==> src/rtl/cnn_result_writer_pkg.sv <==
// Shared configuration for the CNN result writer: frame geometry, FSM encodings and width helpers.
// Frame geometry mirrors the line-buffer reader (BUFFER_* / KERNEL_SIZE) so both sides agree.
package cnn_result_writer_pkg;

   localparam int KERNEL_SIZE  = 3;
   localparam int BUFFER_WIDTH = 8;
   localparam int BUFFER_DEPTH = 8;

   localparam int OUT_W_CFG = BUFFER_WIDTH - KERNEL_SIZE + 1;
   localparam int OUT_H_CFG = BUFFER_DEPTH - KERNEL_SIZE + 1;

   localparam int RESULT_W = 32;

   localparam logic [1:0] ST_IDLE  = 2'd0;
   localparam logic [1:0] ST_RUN   = 2'd1;
   localparam logic [1:0] ST_DRAIN = 2'd2;
   localparam logic [1:0] ST_DONE  = 2'd3;

   // Bits needed to hold values 0..n inclusive.
   function automatic int cnt_width(input int n);
      return $clog2(n + 1);
   endfunction

endpackage

==> src/rtl/cnn_wb_fifo.sv <==
// Synchronous result FIFO with occupancy count, flush and same-cycle push/pop.
// The head entry is visible combinationally so a command can be issued the cycle after a push.
module cnn_wb_fifo
   import cnn_result_writer_pkg::*;
#(
   parameter int DEPTH = 4,
   parameter int WIDTH = RESULT_W,
   localparam int PTR_W = $clog2(DEPTH),
   localparam int CNT_W = cnt_width(DEPTH)
) (
   input  logic             clk,
   input  logic             rst,
   input  logic             flush,
   input  logic             push,
   input  logic [WIDTH-1:0] push_data,
   input  logic             pop,
   output logic [WIDTH-1:0] head,
   output logic [CNT_W-1:0] count
);

   logic [WIDTH-1:0] mem_r [DEPTH];
   logic [PTR_W-1:0] wr_ptr_r;
   logic [PTR_W-1:0] rd_ptr_r;
   logic [CNT_W-1:0] count_r;
   logic             do_push_s;
   logic             do_pop_s;

   // A full FIFO may still accept a push when the head leaves in the same cycle.
   assign do_pop_s  = pop & (count_r != CNT_W'(0));
   assign do_push_s = push & ((count_r != CNT_W'(DEPTH)) | do_pop_s);

   // Pointer and occupancy bookkeeping; flush discards every entry.
   always_ff @(posedge clk) begin
      if (rst) begin
         wr_ptr_r <= PTR_W'(0);
         rd_ptr_r <= PTR_W'(0);
         count_r  <= CNT_W'(0);
      end else if (flush) begin
         wr_ptr_r <= PTR_W'(0);
         rd_ptr_r <= PTR_W'(0);
         count_r  <= CNT_W'(0);
      end else begin
         if (do_push_s) begin
            wr_ptr_r <= wr_ptr_r + PTR_W'(1);
         end
         if (do_pop_s) begin
            rd_ptr_r <= rd_ptr_r + PTR_W'(1);
         end
         case ({do_push_s, do_pop_s})
            2'b10:   count_r <= count_r + CNT_W'(1);
            2'b01:   count_r <= count_r - CNT_W'(1);
            default: count_r <= count_r;
         endcase
      end
   end

   // Data storage; contents beyond the count are don't-care, so no reset is needed.
   always_ff @(posedge clk) begin
      if (do_push_s && !flush) begin
         mem_r[wr_ptr_r] <= push_data;
      end
   end

   assign head  = mem_r[rd_ptr_r];
   assign count = count_r;

endmodule

==> src/rtl/cnn_result_writer.sv <==
// Turns the convolution result stream into row-major lacc write commands through a small FIFO,
// back-pressuring the PE array with result_stall and flagging done after the last write.
module cnn_result_writer
   import cnn_result_writer_pkg::*;
#(
   parameter int OUT_W      = OUT_W_CFG,
   parameter int OUT_H      = OUT_H_CFG,
   parameter int FIFO_DEPTH = 4,
   parameter int ADDR_W     = 32
) (
   input  logic                clk,
   input  logic                rst,
   input  logic                req,
   input  logic [ADDR_W-1:0]   base_addr,
   input  logic                result_valid,
   input  logic [RESULT_W-1:0] result_data,
   output logic                result_stall,
   output logic                lacc_cmd_valid,
   input  logic                lacc_cmd_ready,
   output logic                lacc_cmd_write,
   output logic [ADDR_W-1:0]   lacc_cmd_addr,
   output logic [RESULT_W-1:0] lacc_cmd_wdata,
   output logic                done
);

   localparam int FRAME_WORDS = OUT_W * OUT_H;
   localparam int CNT_W       = cnt_width(FIFO_DEPTH);
   localparam int ACC_W       = cnt_width(FRAME_WORDS);
   localparam int COL_W       = cnt_width(OUT_W);
   localparam int ROW_W       = cnt_width(OUT_H);

   localparam logic [CNT_W-1:0] STALL_LVL = CNT_W'(FIFO_DEPTH - 1);
   localparam logic [CNT_W-1:0] CNT_ONE   = CNT_W'(1);
   localparam logic [ACC_W-1:0] ACC_LAST  = ACC_W'(FRAME_WORDS - 1);
   localparam logic [ACC_W-1:0] ACC_FULL  = ACC_W'(FRAME_WORDS);
   localparam logic [COL_W-1:0] COL_LAST  = COL_W'(OUT_W - 1);
   localparam logic [ROW_W-1:0] ROW_LAST  = ROW_W'(OUT_H - 1);

   logic [1:0]          state_r;
   logic [1:0]          state_nxt_s;
   logic [ACC_W-1:0]    accept_cnt_r;
   logic [COL_W-1:0]    col_r;
   logic [ROW_W-1:0]    row_r;
   logic [ADDR_W-1:0]   base_r;
   logic                done_r;

   logic [CNT_W-1:0]    fifo_count_s;
   logic [RESULT_W-1:0] fifo_head_s;
   logic                run_s;
   logic                cmd_valid_s;
   logic                push_s;
   logic                hsk_s;
   logic                last_accept_s;
   logic                last_issue_s;
   logic [ADDR_W-1:0]   word_idx_s;

   // Stall depends only on registered state; one slot of headroom covers the PE's reaction time.
   assign run_s         = (state_r == ST_RUN);
   assign result_stall  = ~run_s | (fifo_count_s >= STALL_LVL);
   assign push_s        = result_valid & ~result_stall;
   assign cmd_valid_s   = (fifo_count_s != CNT_W'(0));
   assign hsk_s         = cmd_valid_s & lacc_cmd_ready;
   assign last_accept_s = push_s & (accept_cnt_r == ACC_LAST);
   assign last_issue_s  = (state_r == ST_DRAIN) & hsk_s & (fifo_count_s == CNT_ONE);

   cnn_wb_fifo #(
      .DEPTH (FIFO_DEPTH),
      .WIDTH (RESULT_W)
   ) u_fifo (
      .clk       (clk),
      .rst       (rst),
      .flush     (req),
      .push      (push_s),
      .push_data (result_data),
      .pop       (hsk_s),
      .head      (fifo_head_s),
      .count     (fifo_count_s)
   );

   // Frame sequencing; a req in any state restarts in RUN (handled in the register block).
   always_comb begin
      state_nxt_s = state_r;
      case (state_r)
         ST_IDLE: begin
            state_nxt_s = ST_IDLE;
         end
         ST_RUN: begin
            if (last_accept_s) begin
               state_nxt_s = ST_DRAIN;
            end else begin
               state_nxt_s = ST_RUN;
            end
         end
         ST_DRAIN: begin
            if (last_issue_s) begin
               state_nxt_s = ST_DONE;
            end else begin
               state_nxt_s = ST_DRAIN;
            end
         end
         ST_DONE: begin
            state_nxt_s = ST_DONE;
         end
         default: begin
            state_nxt_s = ST_IDLE;
         end
      endcase
   end

   // FSM, accept counter, done flag and latched base address.
   always_ff @(posedge clk) begin
      if (rst) begin
         state_r      <= ST_IDLE;
         accept_cnt_r <= ACC_W'(0);
         base_r       <= ADDR_W'(0);
         done_r       <= 1'b0;
      end else if (req) begin
         state_r      <= ST_RUN;
         accept_cnt_r <= ACC_W'(0);
         base_r       <= base_addr;
         done_r       <= 1'b0;
      end else begin
         state_r <= state_nxt_s;
         if (push_s && (accept_cnt_r != ACC_FULL)) begin
            accept_cnt_r <= accept_cnt_r + ACC_W'(1);
         end
         if (last_issue_s) begin
            done_r <= 1'b1;
         end
      end
   end

   // Row-major issue position, advanced once per accepted write command.
   always_ff @(posedge clk) begin
      if (rst || req) begin
         col_r <= COL_W'(0);
         row_r <= ROW_W'(0);
      end else if (hsk_s) begin
         if (col_r == COL_LAST) begin
            col_r <= COL_W'(0);
            if (row_r == ROW_LAST) begin
               row_r <= ROW_W'(0);
            end else begin
               row_r <= row_r + ROW_W'(1);
            end
         end else begin
            col_r <= col_r + COL_W'(1);
         end
      end
   end

   // Byte address wraps modulo 2^ADDR_W by construction of the fixed-width adder.
   assign word_idx_s     = ADDR_W'(row_r) * ADDR_W'(OUT_W) + ADDR_W'(col_r);
   assign lacc_cmd_addr  = base_r + {word_idx_s[ADDR_W-3:0], 2'b00};
   assign lacc_cmd_wdata = fifo_head_s;
   assign lacc_cmd_valid = cmd_valid_s;
   assign lacc_cmd_write = cmd_valid_s;
   assign done           = done_r;

endmodule

==> config.mk <==
export PLATFORM = sky130hd
export DESIGN_NAME = cnn_result_writer
export DESIGN_NICKNAME = d
export VERILOG_FILES = /design/src/rtl/cnn_result_writer_pkg.sv /design/src/rtl/cnn_wb_fifo.sv /design/src/rtl/cnn_result_writer.sv
export SDC_FILE = /design/constraint.sdc
export NUM_CORES = 1
export LEC_CHECK = 0
export CORE_ASPECT_RATIO = 0.9
export CORE_MARGIN = 4
export CORE_UTILIZATION = 40
export DETAILED_ROUTE_END_ITERATION = 10
export DONT_BUFFER_PORTS = 1
export GPL_ROUTABILITY_DRIVEN = 0
export SYNTH_ARGS = -nofsm -noshare
export SYNTH_HDL_FRONTEND = slang
export SYNTH_SLANG_ARGS = --single-unit
==> constraint.sdc <==
create_clock -name clk -period 5.2 [get_ports clk]
set_clock_uncertainty 0.15 [all_clocks]
set_input_delay 0.78 -clock clk [delete_from_list [all_inputs] [get_ports clk]]
set_output_delay 0.78 -clock clk [all_outputs]
set_load 0.1 [all_outputs]
# Yosys cells after proc, flatten, opt, wreduce, memory -nomap -nowiden
# Memories as Yosys holds them, arrays and structs flattened. A register that Yosys moved wholly into a read port is not among the register bits.
# Index checks and enable logic that the tools add are counted.
# totals
ff_bits	54
inputBits	69
memories	1
ram_bits	128
# memory_table
name	depth	width	rd	rd_clocked_by_memory_dff	wr	line	source
u_fifo.mem_r	4	32	1	1	1	cnn_wb_fifo.sv:21	logic [WIDTH-1:0] mem_r [DEPTH];
# classes
order_cmp	1
bitwise_logic	11
add_sub_neg	9
mux	11
n_mul	1
reduce_logical	9
n_eq_ne	11
# op_table
cell	n
32-bit by 9-bit adder with 32-bit output	1
3-bit by 1-bit adder with 3-bit output, second input constant	3
2-bit one-hot mux with 4 select lines	1
6-bit by 3-bit adder with 7-bit output	1
1-bit bitwise AND	7
6-bit by 1-bit adder with 6-bit output, second input constant	1
2-bit == test, second input constant	3
3-bit == test, second input constant	2
6-bit == test, second input constant	1
2-bit two-way mux	3
3-bit two-way mux	2
6-bit inequality test, second input constant	1
3-bit one-hot mux with 2 select lines	1
3-bit by 2-bit multiplier with 5-bit output, second input constant	1
2-bit by 1-bit adder with 2-bit output, second input constant	2
2-bit by 1-bit == test with 1-bit output, second input constant	2
1-bit two-way mux	4
3-bit by 1-bit == test with 1-bit output, second input constant	1
3-bit by 2-bit greater-or-equal comparator with 1-bit output, second input constant	1
3-bit inequality test, second input constant	1
3-bit nonzero test	1
3-bit by 1-bit subtractor with 3-bit output, second input constant	1
1-bit logical AND	2
2-bit zero test	1
other kinds (7)	9

# Longest topological paths before layout
# Gate-level depths: netlist (run 1).
# depth
ltp_word	9
mapped_depth	15
depth_no_buf	14

# By module
# A second synthesis (run 1) with hierarchy kept.
# unflattened
cells_unflattened	572
area_unflattened_um2	8256.7
# by_module_without_submodules
module	cells_per_inst	instances	area_per_inst_um2
cnn_wb_fifo	233	1	5195.0
cnn_result_writer	339	1	3061.7

# Worst setup path after synthesis (run 1)
# Ideal clock, no wire load.
# synth_timing
path_kind	register to output
start	register row_r[1]
end	output port lacc_cmd_addr[28]
path_stages_with_launch	14
arrival_ns	4.287
path_slack_ns	-0.017
cell_sequence	dfxtp_1 > inv_1 > ha_1 > fa_1 > nor2_1 > o21ai_0 > a21oi_1 > o22ai_1 > ha_1 > o211a_1 > a211oi_2 > nor3b_4 > nand4_1 > xnor2_1
# synth_via
elab_chain_cells	3
# synth_lines
element	line	source
start, declared	cnn_result_writer.sv:43	logic [ROW_W-1:0] row_r;
start signal, assigned	cnn_result_writer.sv:144	row_r <= row_r + ROW_W'(1);
3-bit by 2-bit multiplier with 5-bit output	cnn_result_writer.sv:153	assign word_idx_s = ADDR_W'(row_r) * ADDR_W'(OUT_W) + ADDR_W'(col_r);
6-bit by 3-bit adder with 7-bit output	cnn_result_writer.sv:153	
32-bit by 9-bit adder with 32-bit output	cnn_result_writer.sv:154	assign lacc_cmd_addr = base_r + {word_idx_s[ADDR_W-3:0], 2'b00};
end, declared	cnn_result_writer.sv:21	output logic [ADDR_W-1:0] lacc_cmd_addr,
# No other way between the ends.

# Final worst setup path (run 1)
# layout_timing
start	register row_r[1]
end	output port lacc_cmd_addr[16]
# The elaborated chain is that of the path after synthesis.

==> results.sh, run 1 <==
export IMPL_synthesis_area_per_instance_um2=14.7
export IMPL_post_dr_wirelength_cell_um=19.0
export IMPL_final_period_utilization=0.951
export IMPL_cell_type_with_the_highest_occurrence_count_on_the_critical_path="sky130_fd_sc_hd__a21oi_1"
export IMPL_max_freq_mhz=202
export IMPL_final_hold_violation_count=0
export IMPL_number_of_buffer_cells_added_on_primary_ports=0
export IMPL_syn2layout_area_growth_pct=16.4
export IMPL_yosysTopAreaCell="sky130_fd_sc_hd__edfxtp_1"
export IMPL_slowest_delay_ns=0.42
export IMPL_insertion_delay_ns=0.43
export IMPL_ys_seq_area_frac=0.631
export IMPL_postRouteWirelength_um=15700
export IMPL_worstSetupEndpointType="primary output"
export IMPL_max_fo_critical_path=9
export IMPL_slew_viol_final=0
export IMPL_async_reset_ff_frac=0
export IMPL_wire_length_of_the_first_global_routing_pass_um=25400
export IMPL_drt_pass1_iterations=4
export IMPL_floorplan_core_area_mm2=0.0193
export IMPL_dieArea_mm2=0.0220
export IMPL_cts_tree="yes"
export IMPL_detail_route_iter0_violations=247
export IMPL_nets=659
export IMPL_hold_class="input pin to flop"
export IMPL_synth_warning_count=0
export IMPL_detail_route_antenna_nets=0
export IMPL_ff_latch_area_mm2=0.00497
export IMPL_yosys_top_cells_count="sky130_fd_sc_hd__edfxtp_1 (128), sky130_fd_sc_hd__dfxtp_1 (56), sky130_fd_sc_hd__nor2_1 (54)"
export IMPL_synth_top_cells_by_area="sky130_fd_sc_hd__edfxtp_1 (49%), sky130_fd_sc_hd__dfxtp_1 (14%), sky130_fd_sc_hd__mux4_2 (9.2%)"
export IMPL_power_density_mw_per_mm2=353
export IMPL_fp_row_count=48
export IMPL_timing_critical_path_slowest_stage_cell="sky130_fd_sc_hd__fa_2"
export IMPL_grt_max_degree=36
export IMPL_clock_path_buffers=2
export IMPL_clock_buffer_count_from_cts=17
export IMPL_critical_path_arrival_ns=4.02
export IMPL_postSynthRegisterBits=184
export IMPL_post_route_drc_count=0
export IMPL_synth_main_ff_cell="sky130_fd_sc_hd__edfxtp_1"
export IMPL_timing_setup_tns_ns=0
export IMPL_num_io_pins=137
export IMPL_power_static_leakage_nw=3.35
export IMPL_finalCriticalPeriod_ns=4.95
export IMPL_fin_worst_hold_slack_ns=0.262
export IMPL_syn_nets=634
export IMPL_yosys_cell_types_count=47
export IMPL_dr_total_vias=4312
export IMPL_ir_drop_uv=195
export IMPL_clockRootBuffer="sky130_fd_sc_hd__clkbuf_16"
export IMPL_rsz0062_at_grt="false"
export IMPL_gr_usage_all_layers=0.149
export IMPL_required_ns=4.27
export IMPL_setup_viol_count_final=0
export IMPL_n_fill_cell=1636
export IMPL_timing_worst_setup_path_type="flop to primary output"
export IMPL_area_of_the_mapped_netlist_mm2=0.00787
export IMPL_clock_tree_htree_level_count=4
export IMPL_detailedPlacementHpwl_um=10600
export IMPL_grt_antenna_before_repair=0
export IMPL_outcome="finished, final reports clean"
export IMPL_yosys_area_top_type_share=0.488
export IMPL_grt_remaining_overflow=0
export IMPL_antenna_cells=0
export IMPL_layout_drive_gt1_share=0.240
export IMPL_total_area_of_multi_input_combinational_cells_mm2=0.00296
export IMPL_cap_viol_max_count=0
export IMPL_vias_per_cell=5.23
export IMPL_floorplan_initialDensity=0.408
export IMPL_synth_edf_count=128
export IMPL_cp_start_kind="flop"
export IMPL_synthesis_instances=537
export IMPL_cts_num_sinks=184
export IMPL_holdBufCountCts=0
export IMPL_synthMostInstantiatedCell="sky130_fd_sc_hd__edfxtp_1"
export IMPL_clk_transition_reported_paths_ns=0.08
export IMPL_grt_pass1_vias=4634
export IMPL_worst_pin_slew_ns=1.10
export IMPL_floorplan_die_height_um=141
export IMPL_timing_critical_path_cells="inv_1, ha_1, fa_2, nor4_2, a21oi_1, nor3_1, a21oi_1, o22ai_1, ha_2, a21o_1, a211oi_4, nor3b_4, buf_12, and3_1, xor2_2, buf_6"
export IMPL_die_width_um=156
export IMPL_relSlewSlack=0.267
-- worst max-delay path, delay by kind of cell, from the launching register on --
family | cells | cell delay [ns]
buf+inv | 3 | 0.47
flops | 1 | 0.40
xor+xnor | 1 | 0.15
simple gates | 4 | 0.62
fa+ha+maj | 3 | 1.09
compound gates | 5 | 0.84
-- cell families (layout without fill, tap and decap cells) --
logic type / count (synthesis) / count (layout) / synth area share
AO/OA/AOI/OAI: 44 / 44 / 0.0348
XOR/XNOR: 42 / 42 / 0.0467
adder cells (fa/ha/maj): 28 / 28 / 0.0464
buffers and inverters: 41 / 79 / 0.0234
flip-flops: 184 / 184 / 0.631
multiplexers: 65 / 65 / 0.134
AND/OR/NAND/NOR: 133 / 133 / 0.0844
-- timing repair --
item | CTS | global route
setup buffers | 0 | 1
resized for setup | 0 | 9
endpoints found under the setup margin | 0 | 21
-- cell type report --
class	instances	share of cell area
Clock buffer	18	0.0468
Clock inverter	14	0.0194
Inverter	17	0.00696
Multi-Input combinational cell	312	0.323
Sequential cell	184	0.542
Tap cell	250	0.0341
Timing Repair Buffer	30	0.0276
-- metrics by stage --
stage	instances	power [W]	worst slack, ns	utilization	instance area [um^2]
after floorplan	537	0.00191	0.0106	-	7880
after global placement	792	0.00195	0.664	0.441	8500
after detailed placement	792	0.00195	0.555	0.441	8500
after CTS	824	0.00327	0.0696	0.472	9110
after global routing	825	0.00336	0.0114	0.475	9160
final	825	0.00323	0.253	0.475	9160
-- power breakdown --
part / leakage (nW) / internal (W) / switching [W]
registers: 1.61 / 0.00159 / 0.0000324
clock network: 0.293 / 0.000693 / 0.000622
logic: 1.44 / 0.0000693 / 0.000227
-- final timing paths --
check | from | to | slack (ns) | depth (start not counted)
hold reg to reg | col_r[1] | col_r[1] | 0.35 | 2
hold / removal | rst | base_r[28] | 0.26 | 1
setup reg to reg | u_fifo.count[0] | u_fifo.mem_r[1][11] | 2.07 | 6
setup / recovery | row_r[1] | lacc_cmd_addr[16] | 0.25 | 16
-- layout by cell type (no fill, tap or decap), types with 3 or more instances in the layout --
master and instances:
sky130_fd_sc_hd__edfxtp_1 128, sky130_fd_sc_hd__nor2_1 54, sky130_fd_sc_hd__dfxtp_1 54, sky130_fd_sc_hd__mux2i_1 33, sky130_fd_sc_hd__mux4_2 32, sky130_fd_sc_hd__buf_4 26
sky130_fd_sc_hd__ha_1 25, sky130_fd_sc_hd__xnor2_2 23, sky130_fd_sc_hd__nand2_1 20, sky130_fd_sc_hd__a21oi_1 19, sky130_fd_sc_hd__inv_1 17, sky130_fd_sc_hd__clkbuf_16 17
sky130_fd_sc_hd__nand4_1 11, sky130_fd_sc_hd__nand3_1 10, sky130_fd_sc_hd__xnor2_1 9, sky130_fd_sc_hd__o21ai_0 8, sky130_fd_sc_hd__nor3_1 7, sky130_fd_sc_hd__and3_1 7
sky130_fd_sc_hd__xor2_2 5, sky130_fd_sc_hd__xor2_1 5, sky130_fd_sc_hd__inv_8 5, sky130_fd_sc_hd__and2_2 4, sky130_fd_sc_hd__a211o_1 3, sky130_fd_sc_hd__a21o_1 3
sky130_fd_sc_hd__clkinv_8 3
-- registers in the layout, summed over array words and instances (netlist names), named ones only --
name / count
u_fifo.mem_r: 128
base_r: 32
accept_cnt_r: 6
col_r: 3
row_r: 3
u_fifo.count: 3
state_r: 2
u_fifo.rd_ptr_r: 2
u_fifo.wr_ptr_r: 2
done: 1
-- per-layer routing --
layer  vias to the layer above  track usage  share of wire
met3                        15       0.0595          0.079
met1                      2136        0.185           0.42
met4                         0       0.0433          0.012
met5                         -            0              0
li1                       2048            -              -
met2                       113        0.240           0.48
Note: power is estimated with default switching activity, not from simulation.
==> run 2: changes to the inputs <==
Settings changed: CTS_CLUSTER_SIZE from default to 30.
==> results of run 2 <==
Same layout as run 1: the final DEF is identical, and so are final timing and power.
